`src/rtl/idma_sched_pkg.sv`:
```
// Shared types and constants for the iDMA read-request scheduler.
package idma_sched_pkg;

  localparam int unsigned TRK_DEPTH_DEF = 8;
  localparam int unsigned TRK_ID_W      = 3;   // wide enough for up to 8 clients
  localparam int unsigned TRK_NUM_W     = 32;

  // Tracker entry: owning client and descriptor length in 256b words
  typedef struct packed {
    logic [TRK_ID_W-1:0]  id;
    logic [TRK_NUM_W-1:0] num;
  } trk_entry_t;

  localparam int unsigned TRK_ENTRY_W = $bits(trk_entry_t);

  // Error bit positions in the status CSR
  localparam int unsigned ERR_ZERO_LEN_BIT = 0;
  localparam int unsigned ERR_ORPHAN_BIT   = 1;

endpackage

```
`src/rtl/idma_rr_arb.sv`:
```
// Round-robin arbiter: first request at or after the pointer wins; pointer
// advances past the winner on every grant.
module idma_rr_arb #(
  parameter int unsigned NUM_REQ = 4,
  parameter int unsigned IDW     = 2
) (
  input  logic               aclk,
  input  logic               aresetn,
  input  logic               clr,
  input  logic [NUM_REQ-1:0] req,
  input  logic               en,
  output logic [NUM_REQ-1:0] gnt,
  output logic [IDW-1:0]     gnt_idx
);

  logic [IDW-1:0] ptr;
  logic [IDW-1:0] ptr_nxt;
  logic [IDW:0]   scan;
  logic           found;

  // Wrapping upward scan from the pointer
  always_comb begin
    found   = 1'b0;
    gnt_idx = '0;
    scan    = '0;
    for (int unsigned k = 0; k < NUM_REQ; k++) begin
      scan = {1'b0, ptr} + (IDW+1)'(k);
      if (scan >= (IDW+1)'(NUM_REQ)) scan = scan - (IDW+1)'(NUM_REQ);
      if (!found && req[scan[IDW-1:0]]) begin
        found   = 1'b1;
        gnt_idx = scan[IDW-1:0];
      end
    end
  end

  always_comb begin
    gnt = '0;
    if (en && found) gnt[gnt_idx] = 1'b1;
    ptr_nxt = (gnt_idx == IDW'(NUM_REQ - 1)) ? '0 : gnt_idx + IDW'(1);
  end

  always_ff @(posedge aclk) begin
    if (!aresetn || clr) ptr <= '0;
    else if (|gnt)       ptr <= ptr_nxt;
  end

endmodule

```
`src/rtl/idma_rd_req_sched.sv`:
```
// Shares one 256b iDMA read channel among NUM_REQ clients: round-robin issue
// into the address FIFO, in-order steering of returned data to its owner.
module idma_rd_req_sched
  import idma_sched_pkg::*;
#(
  parameter int unsigned NUM_REQ      = 4,
  parameter int unsigned REQ_IDW      = 2,
  parameter int unsigned AXI_ADDR_WID = 32,
  parameter int unsigned TRK_DEPTH    = TRK_DEPTH_DEF,
  parameter int unsigned TRK_CNT_WID  = 4
) (
  input  logic                            aclk,
  input  logic                            aresetn,
  input  logic                            sched_init,
  input  logic [NUM_REQ-1:0]              req_valid,
  output logic [NUM_REQ-1:0]              req_ready,
  input  logic [NUM_REQ*AXI_ADDR_WID-1:0] req_addr,
  input  logic [NUM_REQ*32-1:0]           req_num,
  output logic                            rd_req,
  output logic [AXI_ADDR_WID-1:0]         rd_addr,
  output logic [31:0]                     rd_num,
  input  logic                            rd_addr_ready,
  input  logic                            rd_data_valid,
  output logic                            rd_data_ready,
  output logic [NUM_REQ-1:0]              rsp_valid,
  input  logic [NUM_REQ-1:0]              rsp_ready,
  output logic                            rsp_last,
  output logic                            busy,
  output logic [TRK_CNT_WID-1:0]          trk_word_cnt,
  output logic                            err_zero_len,
  output logic                            err_orphan
);

  localparam int unsigned PTR_W = $clog2(TRK_DEPTH);

  logic [NUM_REQ-1:0]      gnt;
  logic [REQ_IDW-1:0]      gnt_idx;
  logic                    issue_en;
  logic                    accept;
  logic                    zero_len;
  logic [AXI_ADDR_WID-1:0] sel_addr;
  logic [31:0]             sel_num;

  trk_entry_t              trk_mem [TRK_DEPTH];
  trk_entry_t              push_ent;
  trk_entry_t              head;
  logic [PTR_W-1:0]        wr_ptr;
  logic [PTR_W-1:0]        rd_ptr;
  logic [TRK_CNT_WID-1:0]  trk_cnt;
  logic                    trk_empty;
  logic                    trk_full;
  logic                    push;
  logic                    pop;
  logic                    beat;
  logic [31:0]             bcnt;
  logic [NUM_REQ-1:0]      hid_oh;

  assign trk_empty = (trk_cnt == '0);
  assign trk_full  = (trk_cnt == TRK_CNT_WID'(TRK_DEPTH));
  assign issue_en  = aresetn & rd_addr_ready & ~trk_full & ~sched_init;

  idma_rr_arb #(
    .NUM_REQ (NUM_REQ),
    .IDW     (REQ_IDW)
  ) u_arb (
    .aclk    (aclk),
    .aresetn (aresetn),
    .clr     (sched_init),
    .req     (req_valid),
    .en      (issue_en),
    .gnt     (gnt),
    .gnt_idx (gnt_idx)
  );

  // Descriptor select from the one-hot grant
  always_comb begin
    sel_addr = '0;
    sel_num  = '0;
    for (int unsigned i = 0; i < NUM_REQ; i++) begin
      if (gnt[i]) begin
        sel_addr = req_addr[i*AXI_ADDR_WID +: AXI_ADDR_WID];
        sel_num  = req_num[i*32 +: 32];
      end
    end
  end

  assign accept       = |gnt;
  assign zero_len     = (sel_num == 32'd0);
  assign req_ready    = gnt;
  assign rd_req       = accept & ~zero_len;
  assign rd_addr      = sel_addr;
  assign rd_num       = sel_num;
  assign err_zero_len = accept & zero_len;

  assign push         = rd_req;
  assign push_ent.id  = TRK_ID_W'(gnt_idx);
  assign push_ent.num = sel_num;
  assign head         = trk_mem[rd_ptr];

  always_comb begin
    hid_oh = '0;
    for (int unsigned i = 0; i < NUM_REQ; i++) begin
      hid_oh[i] = (head.id == TRK_ID_W'(i));
    end
  end

  assign rsp_valid     = (rd_data_valid && !trk_empty) ? hid_oh : '0;
  assign rd_data_ready = ~trk_empty & |(rsp_ready & hid_oh);
  assign rsp_last      = ~trk_empty & (bcnt == head.num - 32'd1);
  assign beat          = rd_data_valid & rd_data_ready;
  assign pop           = beat & rsp_last;
  assign busy          = ~trk_empty;
  assign trk_word_cnt  = trk_cnt;

  // Tracker storage needs no reset: entries are only read while counted valid
  always_ff @(posedge aclk) begin
    if (push) trk_mem[wr_ptr] <= push_ent;
  end

  always_ff @(posedge aclk) begin
    if (!aresetn || sched_init) begin
      wr_ptr     <= '0;
      rd_ptr     <= '0;
      trk_cnt    <= '0;
      bcnt       <= '0;
      err_orphan <= 1'b0;
    end else begin
      if (push) wr_ptr <= wr_ptr + PTR_W'(1);
      if (pop)  rd_ptr <= rd_ptr + PTR_W'(1);
      case ({push, pop})
        2'b10:   trk_cnt <= trk_cnt + TRK_CNT_WID'(1);
        2'b01:   trk_cnt <= trk_cnt - TRK_CNT_WID'(1);
        default: trk_cnt <= trk_cnt;
      endcase
      if (beat) bcnt <= rsp_last ? 32'd0 : bcnt + 32'd1;
      if (rd_data_valid && trk_empty) err_orphan <= 1'b1;
    end
  end

endmodule

```
`config.mk`:
```
export PLATFORM = sky130hd
export DESIGN_NAME = idma_rd_req_sched
export DESIGN_NICKNAME = d
export VERILOG_FILES = /design/src/rtl/idma_sched_pkg.sv /design/src/rtl/idma_rr_arb.sv /design/src/rtl/idma_rd_req_sched.sv
export SDC_FILE = /design/constraint.sdc
export NUM_CORES = 1
export LEC_CHECK = 0
export CORE_MARGIN = 1
export CORE_UTILIZATION = 45
export DETAILED_ROUTE_END_ITERATION = 6
export DONT_BUFFER_PORTS = 1
export GPL_TIMING_DRIVEN = 0
export SLEW_MARGIN = 20
export SYNTH_ARGS = -nofsm -noshare
export SYNTH_HDL_FRONTEND = slang
export SYNTH_SLANG_ARGS = --single-unit
```
`constraint.sdc`:
```
create_clock -name aclk -period 14 [get_ports aclk]
set_clock_uncertainty 0.1 [all_clocks]
set_input_delay 0.7 -clock aclk [delete_from_list [all_inputs] [get_ports aclk]]
set_output_delay 0.7 -clock aclk [all_outputs]
set_load 0.01 [all_outputs]
```
==> results of run 1 <==
cell usage in the layout, fill, tap and decap left out, types with 38 or more instances in the layout:
| cell | instances |
|---|---|
| dfxtp_1 | 48 |
| nor2_1 | 91 |
| a21oi_1 | 43 |
| nand2_1 | 63 |
| o21ai_0 | 71 |
| nor3_1 | 38 |
| xor2_1 | 40 |
| nand3_1 | 62 |
| mux4_2 | 66 |
| clkbuf_1 | 61 |
| buf_4 | 47 |
| edfxtp_1 | 272 |
layout make-up:
class	instances	area [um^2]	share of cell area, %
Antenna cell	8	20.0	0.110
Buffer	74	385	2.11
Clock buffer	49	950	5.20
Clock inverter	13	126	0.691
Inverter	17	63.8	0.349
Multi-Input combinational cell	788	6520	35.7
Sequential cell	320	9130	49.9
Tap cell	455	569	3.11
Timing Repair Buffer	68	514	2.81
per-stage QoR:
stage               cells  power [mW]  util [%]  cell area (um^2)  hold slack [ns]
floorplan            1199        1.38         -             15800            0.372
global placement     1654        1.49      47.4             16400            0.398
detailed placement   1722        1.50      49.6             17200            0.396
CTS                  1784        2.37      52.7             18300            0.220
global route         1788        2.44      52.7             18300            0.267
finish               1792        2.36      52.8             18300            0.232
metal layers:
layer / up-vias / wire, um
met1: 5675 / 19600
met3: 118 / 4240
li1: 4913 / -
met2: 588 / 26600
met4: 4 / 2280
met5: - / 21
power by group through the flow:
stage | Combinational [mW] | Clock [mW] | Sequential [mW]
6_report | 0.387 | 0.877 | 1.10
5_1_grt | 0.416 | 0.927 | 1.10
4_1_cts | 0.385 | 0.885 | 1.10
3_5_place_dp | 0.384 | 0 | 1.12
3_3_place_gp | 0.359 | 0 | 1.13
2_1_floorplan | 0.263 | 0 | 1.12
worst min path at each step:
| stage | startpoint | endpoint |
|---|---|---|
| 6_report | rd_data_valid | err_orphan |
| 5_1_grt | rd_data_valid | err_orphan |
| 4_1_cts | rd_data_valid | err_orphan |
| 3_5_place_dp | bcnt[1] | bcnt[1] |
| 3_3_place_gp | bcnt[1] | bcnt[1] |
| 2_1_floorplan | bcnt[1] | bcnt[1] |
registers in the layout, summed over array words and instances (netlist names), named ones only:
register	flops
trk_mem	272
rd_ptr	3
wr_ptr	3
trk_word_cnt	4
bcnt	32
u_arb.ptr	2
err_orphan	1
kinds of logic after synthesis:
family,count (synthesis),synth area share [%]
buffers and inverters,91,2.83
AND/OR/NAND/NOR,378,12.7
AO/OA/AOI/OAI,211,8.88
flip-flops,320,57.6
multiplexers,112,12.9
XOR/XNOR,75,4.14
adder cells (fa/ha/maj),12,0.995
==> impl_metrics.csv, run 1 <==
group,metric,value,unit
worst_hold_path,hold_depth,2,
pwr,cellLeakagePower,5.77,nW
routing,dr.pass1.iters,5,
logic_synthesis,synth_edf_count,272,
sta,max_clock_freq,141,MHz
critical_path,cp.depth,20,
critical_path,path_buf_inv,8,
pwr,clockPowerShare,37.1,%
critical_path,reg2regPathDepth,20,
placed_design,gp_congestion,0.956,
placed_design,hpwl,41200,um
logic_synthesis,synth.distinct_cells,72,
critical_path,cp_max_fo,11,
clock_tree,numCtsBuffers,35,
sta,relSlewSlack,24.3,%
floorplan,die_w,190,um
sta,setup-violations-final,0,
critical_path,r2r_setup_slack,6.91,ns
clock_tree,cts-htree-levels,2,
global_route,met2_usage,50.3,%
placed_design,io_buffer_count,0,
pwr,peakVddDrop,0.0711,mV
clock_tree,clk_path_buf_depth,3,
job,max_cap_violations,0,
clock_tree,holdBufCountCts,0,
pwr,combPwrFrac,16.4,%
sta,period_needed,7.09,ns
sta,period_share,50.7,%
clock_tree,post_cts_resize_count,0,
sta,layout_setup_ws,6.91,ns
critical_path,path_cells,"mux2_2 -> a21oi_1 -> o21ai_0 -> inv_1 -> ha_1 -> clkinv_1 -> nor4_1 -> clkbuf_1 -> clkbuf_1 -> a21oi_1 -> a211oi_4 -> nor4_1 -> nand4_1 -> nor2_1 -> inv_1 -> nand2_1 -> nor3_2 -> buf_6 -> buf_6 -> buf_4",
critical_path,endpoint,"trk_mem[4][12]",
sta,timing.final.max_slew_violations,0,
routing,drc,0,
logic_synthesis,synth-seq-cells,320,
placed_design,post-place-ws,6.77,ns
critical_path,r2r_start,"u_arb.ptr[1]",
clock_tree,clkTransAtPathRegs,0.06,ns
logic_synthesis,async_reset_ff_share,0,%
pwr,p_seq_share,46.5,%
global_route,grt_pass1_vias,11000,
floorplan,ios,351,
global_route,grt_max_degree,20,
floorplan,coreArea,34600,um^2
clock_tree,clk_latency,0.52,ns
logic_synthesis,yosysSeqAreaShare,57.6,%
logic_synthesis,netlist_area,15800,um^2
logic_synthesis,yosys_most_used_dff,"edfxtp_1",
critical_path,path_class,"reg -> reg",
global_route,busiest_layer,"met2",
logic_synthesis,synth_nets,1480,
worst_hold_path,hp-class,"in -> reg",
floorplan,row_count,68,
final_layout,fillers,2916,
logic_synthesis,synthCells,1199,
critical_path,critPathLaunch,"u_arb.ptr[1]",
global_route,grt_pass1_wl,74500,um
critical_path,slowest_delay,0.72,ns
floorplan,die_h,190,um
floorplan,dieArea,36000,um^2
critical_path,r2r_end,"trk_mem[4][12]",
pwr,swShare,26.3,%
global_route,grtUsageMet3,7.32,%
critical_path,critPathTopFamily,"buffers and inverters",
logic_synthesis,yosysWarnings,0,
critical_path,cp_slowest_cell,"a211oi_4",
clock_tree,cts_root_buffer,"clkbuf_16",
status,status,"completed",
logic_synthesis,yosysTopAreaCell,"edfxtp_1",
global_route,antenna_found_initial,11,
sta,worst_pin_slew,1.12,ns
logic_synthesis,synth.top_cell.area_share,51.5,%
global_route,use_met1,34.3,%
global_route,overflow,0,
logic_synthesis,yosysMostFrequentCell,"edfxtp_1",
pwr,p_per_area,129,nW/um^2
routing,routedWlPerCell,29.4,um
final_layout,layout.nets,1585,
routing,vias,11300,
routing,ant_nets,0,
pwr,p_int,1.74,mW
critical_path,start_kind,"flip-flop",
floorplan,initial_core_util,45.8,%
sta,rsz0062_at_grt,"no",
routing,vias_per_cell,6.30,
pwr,switchingPower,0.622,mW
clock_tree,postCtsSetupRepairBufs,0,
final_layout,layout-drive-gt1-share,21.5,%
critical_path,cp-end-kind,"flip-flop",
critical_path,cp.required,14.12,ns
routing,drt_iter0_drc,1045,
clock_tree,cts_tree,"done",
sta,fin_setup_tns,0,ns
logic_synthesis,synth_common_cells,"edfxtp_1, nor2_1, o21ai_0, mux4_2, nand2_1",
logic_synthesis,synth_area_leaders,"edfxtp_1, mux4_2, dfxtp_1",
clock_tree,cts.sinks,320,
critical_path,worstPathArrival,7.21,ns
routing,wl,52700,um
global_route,grt_usage,29.0,%
final_layout,syn_to_final_growth,15.3,%
logic_synthesis,syn_area_per_cell,13.2,um^2
sta,hold_viol,0,
No activity file was read; power rests on OpenSTA's default activity.
==> run 2, diff against run 1 <==
--- a/config.mk
+++ b/config.mk
@@ -5,6 +5,7 @@
 export SDC_FILE = /design/constraint.sdc
 export NUM_CORES = 1
 export LEC_CHECK = 0
+export ABC_AREA = 1
 export CORE_MARGIN = 1
 export CORE_UTILIZATION = 45
 export DETAILED_ROUTE_END_ITERATION = 6
==> constraint.sdc (replaced) <==
create_clock -name aclk -period 7.2 [get_ports aclk]
set_clock_uncertainty 0.1 [all_clocks]
set_input_delay 0.36 -clock aclk [delete_from_list [all_inputs] [get_ports aclk]]
set_output_delay 0.36 -clock aclk [all_outputs]
set_load 0.01 [all_outputs]
==> impl_metrics.csv, run 2 <==
group,metric,value,unit
logic_synthesis,synth_xor_area_share,2.20,%
logic_synthesis,synth_nets,2730,
global_route,overflow,0,
final_layout,layout_commonest_cell,"nand2_1",
placed_design,gp_congestion,1.01,
critical_path,critPathTopFamily,"buffers and inverters",
sta,setup-violations-final,0,
critical_path,path_buf_inv,9,
global_route,grt_usage,33.0,%
sta,max_clock_freq,150,MHz
floorplan,die_w,206,um
logic_synthesis,synth_compound_gate_area_share,4.64,%
global_route,grt_pass1_vias,16300,
clock_tree,clk_latency,0.53,ns
critical_path,start_kind,"flip-flop",
critical_path,path_class,"reg -> reg",
critical_path,crit_top_cell,"nand2_1",
pwr,peakVddDrop,0.169,mV
critical_path,cp-end-kind,"flip-flop",
global_route,grt_pass1_wl,101000,um
sta,period_share,92.9,%
sta,worst_pin_slew,0.983,ns
final_layout,syn_to_final_growth,11.9,%
placed_design,hpwl,54800,um
logic_synthesis,async_reset_ff_share,0,%
pwr,p_total,5.74,mW
routing,dr.pass1.iters,6,
logic_synthesis,yosysWarnings,0,
floorplan,dieArea,42500,um^2
logic_synthesis,yosysTopAreaCell,"edfxtp_1",
routing,drt_iter0_drc,1546,
critical_path,critPathLaunch,"u_arb.ptr[1]",
final_layout,top_register,"trk_mem",
logic_synthesis,yosys_most_used_dff,"edfxtp_1",
critical_path,r2r_start,"u_arb.ptr[1]",
logic_synthesis,synth_area_leaders,"edfxtp_1, nand2_1, inv_1",
logic_synthesis,synth-seq-cells,320,
critical_path,worstPathArrival,6.82,ns
clock_tree,numCtsBuffers,34,
floorplan,ios,351,
worst_hold_path,holdCritStartpoint,"sched_init",
logic_synthesis,yosysMostFrequentCell,"nand2_1",
logic_synthesis,yosysSeqAreaShare,48.7,%
logic_synthesis,synthAdderAreaFrac,0.842,%
routing,vias,16800,
logic_synthesis,synth.top_cell.area_share,43.6,%
floorplan,row_count,74,
sta,relSlewSlack,33.6,%
job,max_cap_violations,0,
placed_design,io_buffer_count,0,
routing,wl,70000,um
sta,hold_viol,0,
critical_path,reg2regPathDepth,28,
critical_path,slowest_delay,0.41,ns
critical_path,r2r_setup_slack,0.51,ns
pwr,p_per_area,274,nW/um^2
critical_path,cp_slowest_cell,"clkbuf_1",
logic_synthesis,synthMuxAreaShare,0,%
routing,vias_per_cell,5.45,
logic_synthesis,netlist_area,18700,um^2
sta,rsz0062_at_grt,"no",
sta,period_needed,6.69,ns
logic_synthesis,synthSimpleGateAreaFrac,31.5,%
critical_path,cp_max_fo,19,
final_layout,layout.nets,2785,
logic_synthesis,synthCells,2449,
logic_synthesis,synth_top_family_by_area,"simple AND/OR/NAND/NOR gates",
logic_synthesis,synth.distinct_cells,44,
floorplan,coreArea,40900,um^2
clock_tree,cts_root_buffer,"clkbuf_16",
clock_tree,cts-htree-levels,2,
status,status,"completed",
floorplan,die_h,206,um
logic_synthesis,synth_edf_count,272,
clock_tree,clk_path_buf_depth,3,
final_layout,layout-drive-gt1-share,7.27,%
clock_tree,cts_tree,"done",
worst_hold_path,hold_end,"bcnt[9]",
pwr,cellLeakagePower,9.46,nW
worst_hold_path,hold_depth,3,
final_layout,fin_util,51.2,%
logic_synthesis,synth_common_cells,"nand2_1, inv_1, edfxtp_1, nor2_1, nand3_1",
critical_path,cp.required,7.33,ns
logic_synthesis,syn_area_per_cell,7.65,um^2
global_route,grt_max_degree,19,
clock_tree,cts.sinks,320,
sta,hold_slack,0.0785,ns
worst_hold_path,hp-class,"in -> reg",
clock_tree,clkTransAtPathRegs,0.06,ns
floorplan,initial_core_util,45.8,%
final_layout,layout_common_cells,"nand2_1, inv_1, edfxtp_1",
critical_path,r2r_end,"trk_mem[2][5]",
routing,routedWlPerCell,22.7,um
final_layout,largest_reg_flops,272,
routing,ant_nets,0,
sta,timing.final.max_slew_violations,0,
global_route,antenna_found_initial,14,
routing,drc,0,
## run 2: per-stage QoR
stage / std cells / instance area, um^2 / setup TNS, ns / worst slack (ns)
6_report: 3076 / 21000 / 0 / 0.512
4_1_cts: 3063 / 20900 / 0 / 0.0684
3_3_place_gp: 2981 / 19400 / -760.20 / -4.56
3_5_place_dp: 3000 / 19700 / -34.65 / -0.527
2_1_floorplan: 2449 / 18700 / 0 / 0.530
5_1_grt: 3076 / 21000 / 0 / 0.0862
## run 2: power by group
group	internal (mW)	total (mW)	switching [mW]
Combinational	0.426	1.62	1.19
Clock	1.09	1.82	0.733
Sequential	2.25	2.30	0.0490
## run 2: kinds of logic (layout without fill, tap and decap cells)
family / Yosys count / in the layout
adder cells (fa/ha/maj): 12 / 12
other: 0 / 14
AO/OA/AOI/OAI: 143 / 143
XOR/XNOR: 47 / 47
AND/OR/NAND/NOR: 1378 / 1378
buffers and inverters: 549 / 630
flip-flops: 320 / 320
## run 2: how the worst max path moves through the flow
stage	endpoint	cells past startpoint	slack (ns)
after global placement	trk_mem[2][5]	25	-4.56
after detailed placement	trk_mem[3][5]	28	-0.53
after CTS	trk_mem[2][0]	29	0.07
after floorplan	trk_mem[2][0]	25	0.53
final	trk_mem[2][5]	28	0.51
after global routing	trk_mem[2][0]	28	0.09
## run 2: area by class of cell
cell class                      count  area [um^2]
Timing Repair Buffer               20          294
Sequential cell                   320         9130
Tap cell                          532          666
Fill cell                        3951        20000
Multi-Input combinational cell   1580         7420
Inverter                          435         1640
Antenna cell                       14         35.0
Buffer                            113          632
Clock inverter                     23          278
Clock buffer                       39          870
## run 2: worst register-to-register path: cells and delay by family, from the launching register on
| family | cells | cell delay (ns) |
|---|---|---|
| xor gates and xnor gates | 1 | 0.29 |
| DFF | 1 | 0.30 |
| AOI/OAI and AO/OA | 3 | 0.53 |
| and+or+nand+nor | 14 | 2.42 |
| adders and majority gates | 1 | 0.22 |
| buffers and inverters | 9 | 2.51 |
## run 2: what timing repair did
| item | in CTS | in global routing |
|---|---|---|
| cloned | 0 | 0 |
| endpoints found under the setup margin | 236 | 108 |
| setup buffers | 0 | 0 |
| resized for setup | 4 | 3 |
| hold buffers | 1 | 0 |
| hold endpoints to repair | 1 | 0 |
## run 2: metal layers
| layer | vias up | share of wire [%] | global-route usage, % |
|---|---|---|---|
| met3 | 191 | 7.4 | 6.01 |
| met5 | - | 0 | 0 |
| li1 | 7977 | - | - |
| met1 | 7824 | 37 | 37.5 |
| met2 | 775 | 48 | 56.0 |
| met4 | 0 | 7.5 | 23.6 |
